`src/rtl/arb_mux.sv`:
```
// N-channel arbiter feeding a one-deep registered output stage.
// Supports round-robin or fixed-priority selection and keeps a saturating count of accepted words.
module arb_mux #(
    parameter int N  = 8,
    parameter int W  = 4,
    parameter int SW = $clog2(N)
) (
    input  logic            clk,
    input  logic            rst,
    input  logic [N*W-1:0]  in_data,
    input  logic [N-1:0]    in_valid,
    output logic [N-1:0]    in_ready,
    input  logic            mode,
    output logic [W-1:0]    out_data,
    output logic [SW-1:0]   out_sel,
    output logic            out_valid,
    input  logic            out_ready,
    output logic [15:0]     xfer_cnt
);

    logic [W-1:0]  r_out_data;
    logic [SW-1:0] r_out_sel;
    logic          r_out_valid;
    logic [SW-1:0] r_ptr;
    logic [15:0]   r_xfer_cnt;

    logic [W-1:0]  w_chan_data [N];
    logic [N-1:0]  w_rr_mask;
    logic [N-1:0]  w_rr_hi;
    logic [SW-1:0] w_rr_winner;
    logic [SW-1:0] w_fp_winner;
    logic [SW-1:0] w_winner;
    logic [N-1:0]  w_winner_onehot;
    logic [SW-1:0] w_ptr_next;
    logic [15:0]   w_cnt_next;
    logic          w_any_valid;
    logic          w_load_en;
    logic          w_drain;

    // Index of the lowest set bit; zero when nothing is set.
    function automatic logic [SW-1:0] lowest_set(input logic [N-1:0] v);
        logic [SW-1:0] idx;
        idx = '0;
        for (int i = N - 1; i >= 0; i--) begin
            if (v[i]) begin
                idx = SW'(i);
            end
        end
        return idx;
    endfunction

    genvar gi;
    generate
        for (gi = 0; gi < N; gi++) begin : g_chan
            assign w_chan_data[gi]     = in_data[gi*W +: W];
            assign w_rr_mask[gi]       = (SW'(gi) >= r_ptr);
            assign w_winner_onehot[gi] = (w_winner == SW'(gi));
        end
    endgenerate

    // Round-robin: prefer requesters at or above ptr, otherwise wrap to the lowest one.
    assign w_rr_hi     = in_valid & w_rr_mask;
    assign w_rr_winner = (|w_rr_hi) ? lowest_set(w_rr_hi) : lowest_set(in_valid);
    assign w_fp_winner = lowest_set(in_valid);
    assign w_winner    = mode ? w_fp_winner : w_rr_winner;

    assign w_any_valid = |in_valid;
    assign w_load_en   = (!r_out_valid || out_ready) && w_any_valid;
    assign w_drain     = r_out_valid && out_ready && !w_any_valid;

    assign w_ptr_next  = (w_winner == SW'(N - 1)) ? '0 : w_winner + SW'(1);
    assign w_cnt_next  = (&r_xfer_cnt) ? r_xfer_cnt : r_xfer_cnt + 16'd1;

    // rst gates the handshake directly so no word is granted while reset is held.
    assign in_ready  = (w_load_en && !rst) ? w_winner_onehot : '0;

    assign out_data  = r_out_data;
    assign out_sel   = r_out_sel;
    assign out_valid = r_out_valid;
    assign xfer_cnt  = r_xfer_cnt;

    always_ff @(posedge clk or posedge rst) begin
        if (rst) begin
            r_out_data  <= '0;
            r_out_sel   <= '0;
            r_out_valid <= 1'b0;
            r_ptr       <= '0;
            r_xfer_cnt  <= '0;
        end else begin
            if (w_load_en) begin
                r_out_data  <= w_chan_data[w_winner];
                r_out_sel   <= w_winner;
                r_out_valid <= 1'b1;
                r_xfer_cnt  <= w_cnt_next;
                if (!mode) begin
                    r_ptr <= w_ptr_next;
                end
            end else if (w_drain) begin
                r_out_valid <= 1'b0;
            end
        end
    end

endmodule

```
`config.mk`:
```
export PLATFORM = sky130hd
export DESIGN_NAME = arb_mux
export DESIGN_NICKNAME = d
export VERILOG_FILES = /design/src/rtl/arb_mux.sv
export SDC_FILE = /design/constraint.sdc
export NUM_CORES = 1
export LEC_CHECK = 0
export BUFFER_PORTS_ARGS = -buffer_cell sky130_fd_sc_hd__buf_2
export CAP_MARGIN = 15
export CORE_MARGIN = 2
export CORE_UTILIZATION = 53
export DETAILED_ROUTE_END_ITERATION = 16
export PLACE_DENSITY = 0.86
export SYNTH_ARGS = -nofsm -noshare
export SYNTH_HDL_FRONTEND = slang
export SYNTH_SLANG_ARGS = --single-unit
export TNS_END_PERCENT = 50
```
`constraint.sdc`:
```
create_clock -name clk -period 5.23 [get_ports clk]
set_clock_uncertainty 0.1 [all_clocks]
set_input_delay 1.046 -clock clk [delete_from_list [all_inputs] [get_ports clk]]
set_output_delay 1.046 -clock clk [all_outputs]
set_load 0.1 [all_outputs]
```
# [Word level (Yosys, flattened, before mapping)]
# Cells that the tools add are included.
[word_totals] wordCells=67 out_inout_bits=32 register_bits=27 inputBits=44
[classes] reduce_logical=15 addsub=2 mux=25 order_cmp=9 n_bitwise=4 eq_ne=7
[ops] operator="$mux 3" count=19
[ops] operator="$add 16x1->16 const B" count=1
[ops] operator="$reduce_and 16->1" count=1
[ops] operator="$reduce_or 8->1" count=2
[ops] operator="$bmux 4 s3" count=1
[ops] operator="$eq 3x3->1 const B" count=4
[ops] operator="$ge 3x3->1 const A" count=4
[ops] operator="$and 8x8->8" count=1
[ops] operator="$mux 4" count=2
[ops] operator="$mux 8" count=1
[ops] operator="$eq 3x2->1 const B" count=2
[ops] operator="$ge 1x3->1 const A" count=2
[ops] operator="$ge 2x3->1 const A" count=2
[ops] operator="$ge 4x4->1 const B" count=1
[ops] operator="$logic_and 1x1->1" count=4
[ops] operator="$not 3->4" count=1
[ops] operator="$reduce_and 2->1" count=2
[ops] operator="$add 3x1->3 const B" count=1
[ops] operator="$eq 3x1->1 const B" count=1
[ops] operator="$logic_not 1->1" count=3
[ops] operator="$logic_not 3->1" count=1
[ops] operator="$mux 1" count=2
[ops] operator="$not 1->1" count=2
[ops] operator="$reduce_bool 2->1" count=1
[ops] operator="$logic_or 1x1->1" count=1

# [Logic depth before layout (Yosys ltp)]
# Gate-level depths: netlist of run 1.
[depth] depth_word=16 ltp_mapped=10 mapped_depth_nobuf=9

# [Least setup slack after synthesis of run 1]
# OpenSTA, ideal clock, no wires.
[synth_path] path_type="input port to output port" startpoint="input in_valid[5]" endpoint="output in_ready[1]" slack_ps=547 arrival_ps=3537 stages=8 t_required_ps=4084 n_path_buf=0 path_cell_list="nand3b_1 a221oi_2 a31oi_1 o311a_1 a21oi_1 ha_1 nand2_1 nor2_1"
[synth_between] elab_chain_len=11 word_cells_on_any_way=21 cone_classes="eq/ne: 1; mux: 15; bitwise: 1; reduce/logical: 4"
[synth_rtl] element="start: declaration" line_no="11" rtl="input logic [N-1:0] in_valid,"
[synth_rtl] element="$and 8x8->8" line_no="62" rtl="assign w_rr_hi = in_valid & w_rr_mask;"
[synth_rtl] element="$mux 3 (6 in series)" line_no="45" rtl="if (v[i]) begin"
[synth_rtl] element="$mux 3" line_no="63" rtl="assign w_rr_winner = (|w_rr_hi) ? lowest_set(w_rr_hi) : lowest_set(in_valid);"
[synth_rtl] element="$mux 3 (*)" line_no="65" rtl="assign w_winner = mode ? w_fp_winner : w_rr_winner;"
[synth_rtl] element="named net w_winner[0]" line_no="32" rtl="logic [SW-1:0] w_winner;"
[synth_rtl] element="$eq 3x1->1 (*)" line_no="57" rtl="assign w_winner_onehot[gi] = (w_winner == SW'(gi));"
[synth_rtl] element="$mux 8 (*)" line_no="75" rtl="assign in_ready = (w_load_en && !rst) ? w_winner_onehot : '0;"
[synth_rtl] element="end: declaration" line_no="12" rtl="output logic [N-1:0] in_ready,"
# Mark *: on every way through the listed nets, which the timed path passes. The rest lies on a longest branch.

# [Final worst setup path of run 1]
[layout_path] startpoint="input in_valid[5]" endpoint="output in_ready[7]"
[layout_between] elab_chain_len=11 word_cells_on_any_way=21 cone_classes="eq/ne: 1; mux: 15; bitwise: 1; reduce/logical: 4"
[layout_rtl] element="$and 8x8->8" line_no="62"
[layout_rtl] element="$mux 3 (6 in series)" line_no="45"
[layout_rtl] element="$mux 3" line_no="63"
[layout_rtl] element="$mux 3 (*)" line_no="65"
[layout_rtl] element="named net w_winner[0]" line_no="32"
[layout_rtl] element="$eq 3x3->1 (*)" line_no="57"
[layout_rtl] element="$mux 8 (*)" line_no="75"
# Marked as above.

==> results of run 1 <==
==> cells in the final DEF, fill, tap and decap left out, drive strengths merged, types with 4 or more instances in the layout <==
cell     n
xor2     5
or3b     4
nor2    20
ha       7
nand3    6
nand2b   4
buf     76
o21ai    5
o211ai   4
mux2i    8
o21bai   4
a211oi  10
clkbuf   4
nand2   24
dfrtp   27
xnor2    9
inv     11
a21boi   9
mux2     5
a21oi    8
==> area by class of cell <==
cell class | count | area (sq um)
clock buffers | 4 | 45.0
fillers | 323 | 1210
inverters | 11 | 41.3
multi-input cells | 166 | 1190
flip-flops and latches | 27 | 676
well taps | 48 | 60.1
repair buffers | 76 | 383
==> cell usage after synthesis (4+ instances only) <==
master | count | share of area
inv_1 | 10 | 0.019
xnor2_1 | 9 | 0.040
nand2_1 | 23 | 0.044
dfrtp_1 | 27 | 0.34
xor2_1 | 5 | 0.022
o211ai_1 | 4 | 0.015
nand2b_1 | 4 | 0.013
a21boi_0 | 8 | 0.031
o21ai_0 | 5 | 0.013
or3b_1 | 4 | 0.018
a211oi_1 | 9 | 0.034
nand3_1 | 5 | 0.013
a21oi_1 | 8 | 0.020
nor2_1 | 20 | 0.038
mux2i_1 | 8 | 0.041
mux2_2 | 4 | 0.023
ha_1 | 7 | 0.045
==> stage by stage <==
stage / worst slack [ns] / instances
3_3_place_gp: 0.867 / 328
2_1_floorplan: 0.547 / 211
3_5_place_dp: 0.780 / 328
5_1_grt: 0.553 / 332
4_1_cts: 0.779 / 332
6_report: 0.762 / 332
==> state kept, by name (all words and copies together) (netlist names) <==
signal     flops
out_valid      1
r_ptr          3
out_sel        3
out_data       4
xfer_cnt      16
==> metal layers <==
metal | global-route usage | up-vias | part of all wire
li1 | - | 901 | -
met1 | 0.273 | 822 | 0.44
met2 | 0.378 | 54 | 0.50
met3 | 0.0295 | 2 | 0.052
met4 | 0.0319 | 0 | 0.0033
met5 | 0 | - | 0
==> power breakdown <==
group | switching [mW] | total [mW] | internal, mW
clock network | 0.0578 | 0.112 | 0.0544
logic | 0.476 | 0.619 | 0.143
registers | 0.0658 | 0.323 | 0.257
total | 0.599 | 1.05 | 0.455
==> worst max-delay path by stage <==
stage               slack [ns]           to        start
floorplan                 0.55  in_ready[1]  in_valid[5]
finish                    0.76  in_ready[7]  in_valid[5]
CTS                       0.78  in_ready[7]  in_valid[5]
global placement          0.87  in_ready[7]  in_valid[5]
global route              0.55  in_ready[7]  in_valid[5]
detailed placement        0.78  in_ready[7]  in_valid[5]
==> cell families (layout without fill, tap and decap cells) <==
group                    after synthesis  in the layout  share of synthesized area
adder cells (fa/ha/maj)                7              7                     0.0446
buffers and inverters                 18             91                     0.0491
flip-flops                            27             27                      0.344
AO/OA/AOI/OAI                         55             55                      0.220
multiplexers                          13             13                     0.0695
AND/OR/NAND/NOR                       77             77                      0.210
XOR/XNOR                              14             14                     0.0625
==> worst max-delay path, delay by kind of cell <==
family	cells	cell delay, ns
adders and majority gates	2	0.42
and+or+nand+nor	2	0.34
AOI/OAI and AO/OA	4	0.95
buffers and inverters	2	0.55
==> results.sh, run 1 <==
export IMPL_hpwl_microns=3410
export IMPL_die_area_sq_um=4210
export IMPL_synthDistinctLibCells=56
export IMPL_antenna_cells=0
export IMPL_slew_headroom=0.367
export IMPL_clock_latency_ns=0.26
export IMPL_grt_overflow=0
export IMPL_synth_edf_count=0
export IMPL_first_global_vias=1707
export IMPL_worst_path_max_fanout=6
export IMPL_total_power_mw=1.05
export IMPL_antenna_found_initial=0
export IMPL_crit_path_end_kind="output port"
export IMPL_via_per_inst=5.36
export IMPL_die_x_microns=64.9
export IMPL_fp_row_count=22
export IMPL_synth_area_per_cell_sq_um=9.30
export IMPL_avgRoutedWirePerCell_microns=12.7
export IMPL_whs_ns=0.378
export IMPL_holdBufCountCts=0
export IMPL_core_area_sq_um=3610
export IMPL_finalNetCount=336
export IMPL_grtUsageTotal=0.210
export IMPL_areaGrowthSynthToFinish_pct=22.1
export IMPL_ys_ff_latch=27
export IMPL_final_setup_tns_ns=0
export IMPL_start_kind="primary input"
export IMPL_cap_violations=0
export IMPL_grt_pass1_wl_microns=7200
export IMPL_crit_chain="buf_2 -> nand3b_1 -> a221oi_2 -> a31oi_1 -> o311a_1 -> a21oi_1 -> ha_1 -> ha_1 -> and2_1 -> buf_2"
export IMPL_hold_depth=1
export IMPL_timing_hold_violations_final=0
export IMPL_min_path_type="reg2reg"
export IMPL_cts_buffers=3
export IMPL_synth_net_count=262
export IMPL_clk_pin_slew_ns=0.08
export IMPL_p_per_area_nw_per_um2=440
export IMPL_vias=1779
export IMPL_port_buffers=75
export IMPL_drc=0
export IMPL_ant_nets=0
export IMPL_drt_first_pass_iters=4
export IMPL_async_reset_ff_frac=1.00
export IMPL_routabilityCongestion=0.941
export IMPL_synth_warnings=0
export IMPL_cts_sinks=27
export IMPL_final_core_util=0.664
export IMPL_cts_buffer_depth=2
export IMPL_r2r_slack_ns=2.56
export IMPL_grt_start_max_net_pins=28
export IMPL_crit_path_max_incr_delay_ns=0.42
export IMPL_post_cts_buffers=0
export IMPL_period_needed_ns=4.47
export IMPL_start_util=0.544
export IMPL_rr_worst_depth=8
export IMPL_synth_area_sq_um=1960
export IMPL_fmax_mhz=224
export IMPL_min_from="out_sel[0]"
export IMPL_synthFlopType="dfrtp_1"
export IMPL_worstPathArrival_ns=3.32
export IMPL_drive_gt1_frac=0.342
export IMPL_worst_pin_slew_ns=0.949
export IMPL_synthCells=211
export IMPL_hold_end="out_sel[0]"
export IMPL_required_ns=4.08
export IMPL_regToRegEndpoint="r_ptr[0]"
export IMPL_ctsRootBufferMaster="clkbuf_8"
export IMPL_final_cell_area_sq_um=2400
export IMPL_ys_seq_area_frac=0.344
export IMPL_place_area_sq_um=2350
export IMPL_rsz0062_at_grt="false"
export IMPL_htreeDepth=1
export IMPL_final_setup_viol_count=0
export IMPL_status="complete, no violations"
export IMPL_cts_tree="yes"
export IMPL_period_share=0.854
export IMPL_timing_rr_start="r_ptr[1]"
export IMPL_cts_resized=0
export IMPL_p_leak_nw=1.16
export IMPL_drt_total_wl_microns=4200
export IMPL_drv_slew=0
export IMPL_slowest_stage="buf_2"
export IMPL_num_io_pins=76
export IMPL_drt_iter0_drc=163
export IMPL_die_h_microns=64.9
export IMPL_vdd_drop_max_uv=444
export IMPL_crit_type="in2out"
Power figures use the tool's default switching activity.
==> inputs of run 2 (changes only) <==
--- a/config.mk
+++ b/config.mk
@@ -10,7 +10,7 @@
 export CORE_MARGIN = 2
 export CORE_UTILIZATION = 53
 export DETAILED_ROUTE_END_ITERATION = 16
-export PLACE_DENSITY = 0.86
+export PLACE_DENSITY = 0.95
 export SYNTH_ARGS = -nofsm -noshare
 export SYNTH_HDL_FRONTEND = slang
 export SYNTH_SLANG_ARGS = --single-unit
==> run 2 against run 1 <==
Total power up 1.1%. Largest cell class unchanged. Largest power group unchanged. Register-to-register slack about the same. Highest routed layer unchanged. Maximum frequency down 0.76%.
==> results.sh, run 2 (synthesis gave the netlist of run 1 again) <==
export IMPL_status="complete, no violations"
export IMPL_final_common_cell="buf_2"
export IMPL_areaGrowthSynthToFinish_pct=22.2
export IMPL_avgRoutedWirePerCell_microns=13.1
export IMPL_ant_nets=0
export IMPL_drv_slew=0
export IMPL_die_area_sq_um=4210
export IMPL_drive_gt1_frac=0.345
export IMPL_clock_latency_ns=0.27
export IMPL_drt_first_pass_iters=4
export IMPL_htreeDepth=1
export IMPL_holdBufCountCts=0
export IMPL_final_setup_viol_count=0
export IMPL_clk_pin_slew_ns=0.09
export IMPL_cts_buffers=3
export IMPL_cts_sinks=27
export IMPL_grt_pass1_wl_microns=7410
export IMPL_worst_path_max_fanout=6
export IMPL_num_io_pins=76
export IMPL_nFillCells=318
export IMPL_crit_path_end_kind="output port"
export IMPL_cap_violations=0
export IMPL_final_core_util=0.666
export IMPL_final_setup_tns_ns=0
export IMPL_fmax_mhz=222
export IMPL_via_per_inst=5.42
export IMPL_finalWorstSetupSlack_ns=0.728
export IMPL_drc=0
export IMPL_vias=1800
export IMPL_largest_register_ffs=16
export IMPL_start_kind="primary input"
export IMPL_hpwl_microns=3470
export IMPL_die_h_microns=64.9
export IMPL_p_per_area_nw_per_um2=444
export IMPL_worstPathArrival_ns=3.36
export IMPL_drt_total_wl_microns=4370
export IMPL_cts_resized=0
export IMPL_timing_hold_violations_final=0
export IMPL_post_place_ws_ns=0.753
export IMPL_multi_input_area_sq_um=1190
export IMPL_required_ns=4.08
export IMPL_drt_iter0_drc=111
export IMPL_cts_buffer_depth=2
export IMPL_post_cts_buffers=0
export IMPL_antenna_cells=0
export IMPL_ctsRootBufferMaster="clkbuf_8"
export IMPL_finalNetCount=336
export IMPL_worst_pin_slew_ns=0.958
export IMPL_first_global_vias=1643
export IMPL_grt_overflow=0
export IMPL_period_share=0.861
export IMPL_antenna_found_initial=0
export IMPL_final_seq_area_sq_um=676
export IMPL_slew_headroom=0.361
export IMPL_grtUsageTotal=0.220
export IMPL_period_needed_ns=4.50
export IMPL_final_cell_mix="buf_2 (75), dfrtp_1 (27), nand2_1 (23), nor2_1 (20), inv_1 (10)"
export IMPL_crit_type="in2out"
export IMPL_rsz0062_at_grt="false"
export IMPL_start_util=0.544
export IMPL_min_path_type="reg2reg"
export IMPL_routabilityCongestion=0.915
export IMPL_vdd_drop_max_uv=465
export IMPL_grt_start_max_net_pins=28
export IMPL_port_buffers=75
export IMPL_core_area_sq_um=3610
export IMPL_p_leak_nw=1.16
export IMPL_die_x_microns=64.9
export IMPL_cts_tree="yes"
export IMPL_fp_row_count=22
run 2: changes by cell type in the layout (fill, tap and decap cells not counted), sizes merged:
| cell | delta |
|---|---|
| clkinvlp | +1 |
| clkbuf | -1 |
run 2: per-stage QoR:
| stage | instance area [sq um] | std cells | hold WS, ns | power (mW) |
|---|---|---|---|---|
| 5_1_grt | 2400 | 332 | 0.424 | 1.12 |
| 4_1_cts | 2400 | 332 | 0.394 | 1.07 |
| 6_report | 2400 | 332 | 0.393 | 1.07 |
| 3_3_place_gp | 2350 | 328 | 0.363 | 0.934 |
| 2_1_floorplan | 1960 | 211 | 0.486 | 0.841 |
| 3_5_place_dp | 2350 | 328 | 0.372 | 0.947 |
run 2: final timing paths:
path	startpoint	endpoint	slack [ns]	cells after the start
setup / recovery	in_valid[5]	in_ready[7]	0.73	10
hold / removal	out_sel[2]	out_sel[2]	0.39	2
setup reg to reg	r_ptr[1]	r_ptr[0]	2.55	8
hold reg to reg	out_sel[2]	out_sel[2]	0.39	2
max in group asynchronous	rst	xfer_cnt[3]	3.55	2
min in group asynchronous	rst	r_ptr[0]	0.89	2
run 2: where the power goes:
| part | internal (mW) | switching [mW] |
|---|---|---|
| clock network | 0.0541 | 0.0668 |
| logic | 0.142 | 0.479 |
| registers | 0.257 | 0.0666 |
| total | 0.454 | 0.612 |
run 2: critical path, cell delays in order:
cell	delay, ns
buf_2	0.13
nand3b_1	0.20
a221oi_2	0.36
a31oi_1	0.14
o311a_1	0.14
a21oi_1	0.34
ha_1	0.25
ha_1	0.19
and2_1	0.13
buf_2	0.42
run 2: final cells by class:
type / count / area share
Multi-Input combinational cell: 166 / 0.496
Sequential cell: 27 / 0.282
Timing Repair Buffer: 76 / 0.160
Tap cell: 48 / 0.0250
Clock buffer: 3 / 0.0172
Inverter: 11 / 0.0172
Clock inverter: 1 / 0.00313
run 2: layer usage:
layer | vias up | global-route usage | share of wire
li1 | 898 | - | -
met3 | 2 | 0.0330 | 0.049
met1 | 847 | 0.295 | 0.43
met4 | 0 | 0.0319 | 0.0044
met2 | 53 | 0.384 | 0.51
met5 | - | 0 | 0
==> inputs of run 3 (changes only) <==
--- a/config.mk
+++ b/config.mk
@@ -8,9 +8,10 @@
 export BUFFER_PORTS_ARGS = -buffer_cell sky130_fd_sc_hd__buf_2
 export CAP_MARGIN = 15
 export CORE_MARGIN = 2
-export CORE_UTILIZATION = 53
+export CORE_UTILIZATION = 35
 export DETAILED_ROUTE_END_ITERATION = 16
-export PLACE_DENSITY = 0.95
+export HOLD_SLACK_MARGIN = 0.1
+export PLACE_DENSITY = 0.7
 export SYNTH_ARGS = -nofsm -noshare
 export SYNTH_HDL_FRONTEND = slang
 export SYNTH_SLANG_ARGS = --single-unit
==> constraint.sdc (replaced) <==
create_clock -name clk -period 5.6 [get_ports clk]
set_clock_uncertainty 0.1 [all_clocks]
set_input_delay 1.12 -clock clk [delete_from_list [all_inputs] [get_ports clk]]
set_output_delay 1.12 -clock clk [all_outputs]
set_load 0.1 [all_outputs]
==> run 3 against run 2 <==
Register-to-register slack improved by 0.42 ns. Global-route usage decreased by 6.4 points. Core utilization decreased by 22 points. Clock-buffer cell count increased by 1. Final area increased by 2.2%. Cell count increased by 7.5%.
==> results.sh, run 3 (synthesis gave the netlist of run 1 again) <==
export IMPL_crit_path_max_incr_delay_ns=0.43
export IMPL_num_io_pins=76
export IMPL_areaGrowthSynthToFinish_pct=25.0
export IMPL_crit_chain="buf_2 -> nor2_1 -> o21ai_0 -> a211oi_1 -> o22ai_2 -> inv_1 -> ha_1 -> ha_1 -> and2_1 -> buf_2"
export IMPL_die_area_sq_um=6220
export IMPL_routabilityCongestion=0.905
export IMPL_rsz0062_at_grt="false"
export IMPL_avgRoutedWirePerCell_microns=13.1
export IMPL_clk_pin_slew_ns=0.10
export IMPL_ctsRootBufferMaster="clkbuf_8"
export IMPL_crit_type="in2out"
export IMPL_required_ns=4.38
export IMPL_timing_rr_start="r_ptr[1]"
export IMPL_grt_overflow=0
export IMPL_grt_start_max_net_pins=28
export IMPL_antenna_found_initial=0
export IMPL_core_area_sq_um=5470
export IMPL_cts_sinks=27
export IMPL_drv_slew=0
export IMPL_start_util=0.359
export IMPL_wl_met3_microns=310
export IMPL_drt_iter0_drc=63
export IMPL_final_common_cell="buf_2"
export IMPL_die_x_microns=78.9
export IMPL_clock_latency_ns=0.28
export IMPL_regToRegEndpoint="r_ptr[0]"
export IMPL_slowest_stage="buf_2"
export IMPL_rr_worst_depth=8
export IMPL_drc=0
export IMPL_min_from="out_sel[0]"
export IMPL_grt_pass1_wl_microns=7830
export IMPL_p_per_area_nw_per_um2=406
export IMPL_whs_ns=0.397
export IMPL_vias=1798
export IMPL_crit_path_end_kind="output port"
export IMPL_via_per_inst=5.04
export IMPL_r2r_slack_ns=2.97
export IMPL_cap_violations=0
export IMPL_largest_register_ffs=16
export IMPL_cts_buffer_depth=2
export IMPL_drt_first_pass_iters=4
export IMPL_holdBufCountCts=0
export IMPL_die_h_microns=78.9
export IMPL_port_buffers=75
export IMPL_cts_resized=0
export IMPL_slew_headroom=0.672
export IMPL_status="complete, no violations"
export IMPL_final_setup_viol_count=0
export IMPL_min_path_type="reg2reg"
export IMPL_grtUsageTotal=0.156
export IMPL_antenna_cells=0
export IMPL_cp_endpoint="in_ready[7]"
export IMPL_p_leak_nw=1.18
export IMPL_start_kind="primary input"
export IMPL_post_cts_buffers=0
export IMPL_cts_buffers=3
export IMPL_nFillCells=593
export IMPL_htreeDepth=1
export IMPL_timing_hold_violations_final=0
export IMPL_top_layer="met4"
export IMPL_ant_nets=0
export IMPL_worst_pin_slew_ns=0.488
export IMPL_vdd_drop_max_uv=362
export IMPL_wl_met1_microns=2140
export IMPL_hpwl_microns=3690
export IMPL_drt_total_wl_microns=4680
export IMPL_worst_path_max_fanout=10
export IMPL_finalNetCount=337
export IMPL_period_needed_ns=4.66
export IMPL_drive_gt1_frac=0.344
export IMPL_final_cell_mix="buf_2 (75), dfrtp_1 (27), nand2_1 (23), nor2_1 (20), inv_1 (10)"
export IMPL_final_setup_tns_ns=0
export IMPL_cts_tree="yes"
export IMPL_dr_wl_met2_microns=2160
export IMPL_fp_row_count=27
export IMPL_first_global_vias=1715
export IMPL_fmax_mhz=215
export IMPL_worstSetupStartpoint="in_valid[4]"
export IMPL_period_share=0.832
export IMPL_worstPathArrival_ns=3.44
-- run 3: stage by stage --
stage               std cells  instance area [sq um]  setup slack [ns]  power (mW)   util
finish                    357                   2450             0.940       0.996  0.448
detailed placement        352                   2380             0.995       0.885  0.435
global placement          352                   2380              1.06       0.879  0.435
global route              357                   2450             0.744        1.05  0.448
CTS                       356                   2430             0.975        1.00  0.443
floorplan                 211                   1960             0.769       0.786      -
-- run 3: worst min-delay path by stage --
stage,to,cells past startpoint
3_5_place_dp,out_sel[0],1
2_1_floorplan,r_ptr[0],2
5_1_grt,xfer_cnt[8],1
6_report,out_sel[0],1
4_1_cts,xfer_cnt[6],1
3_3_place_gp,out_sel[2],2
-- run 3: layout make-up --
class                      instances  area [sq um]  area share
clock buffer                       4          45.0      0.0184
inverter                          11          41.3      0.0168
multi-input combinational        166          1190       0.485
sequential                        27           676       0.275
tap                               72          90.1      0.0367
timing repair buffer              77           410       0.167
-- run 3: routing by layer --
| metal | up-vias | track usage |
|---|---|---|
| li1 | 899 | - |
| met1 | 821 | 0.212 |
| met2 | 73 | 0.253 |
| met3 | 5 | 0.0250 |
| met4 | 0 | 0.0552 |
| met5 | - | 0 |
-- run 3: critical path: cells and delay by family --
family                     cells  cell delay [ns]
AOI/OAI and AO/OA              3             0.73
and+or+nand+nor                2             0.29
adders and majority gates      2             0.42
buffers and inverters          3             0.88
-- run 3: power by group --
| part | leakage (nW) | switching (mW) | internal [mW] | total, mW |
|---|---|---|---|---|
| Clock | 0.0228 | 0.0633 | 0.0511 | 0.114 |
| Combinational | 0.828 | 0.445 | 0.135 | 0.580 |
| Sequential | 0.327 | 0.0613 | 0.240 | 0.301 |
| Total | 1.18 | 0.570 | 0.426 | 0.996 |
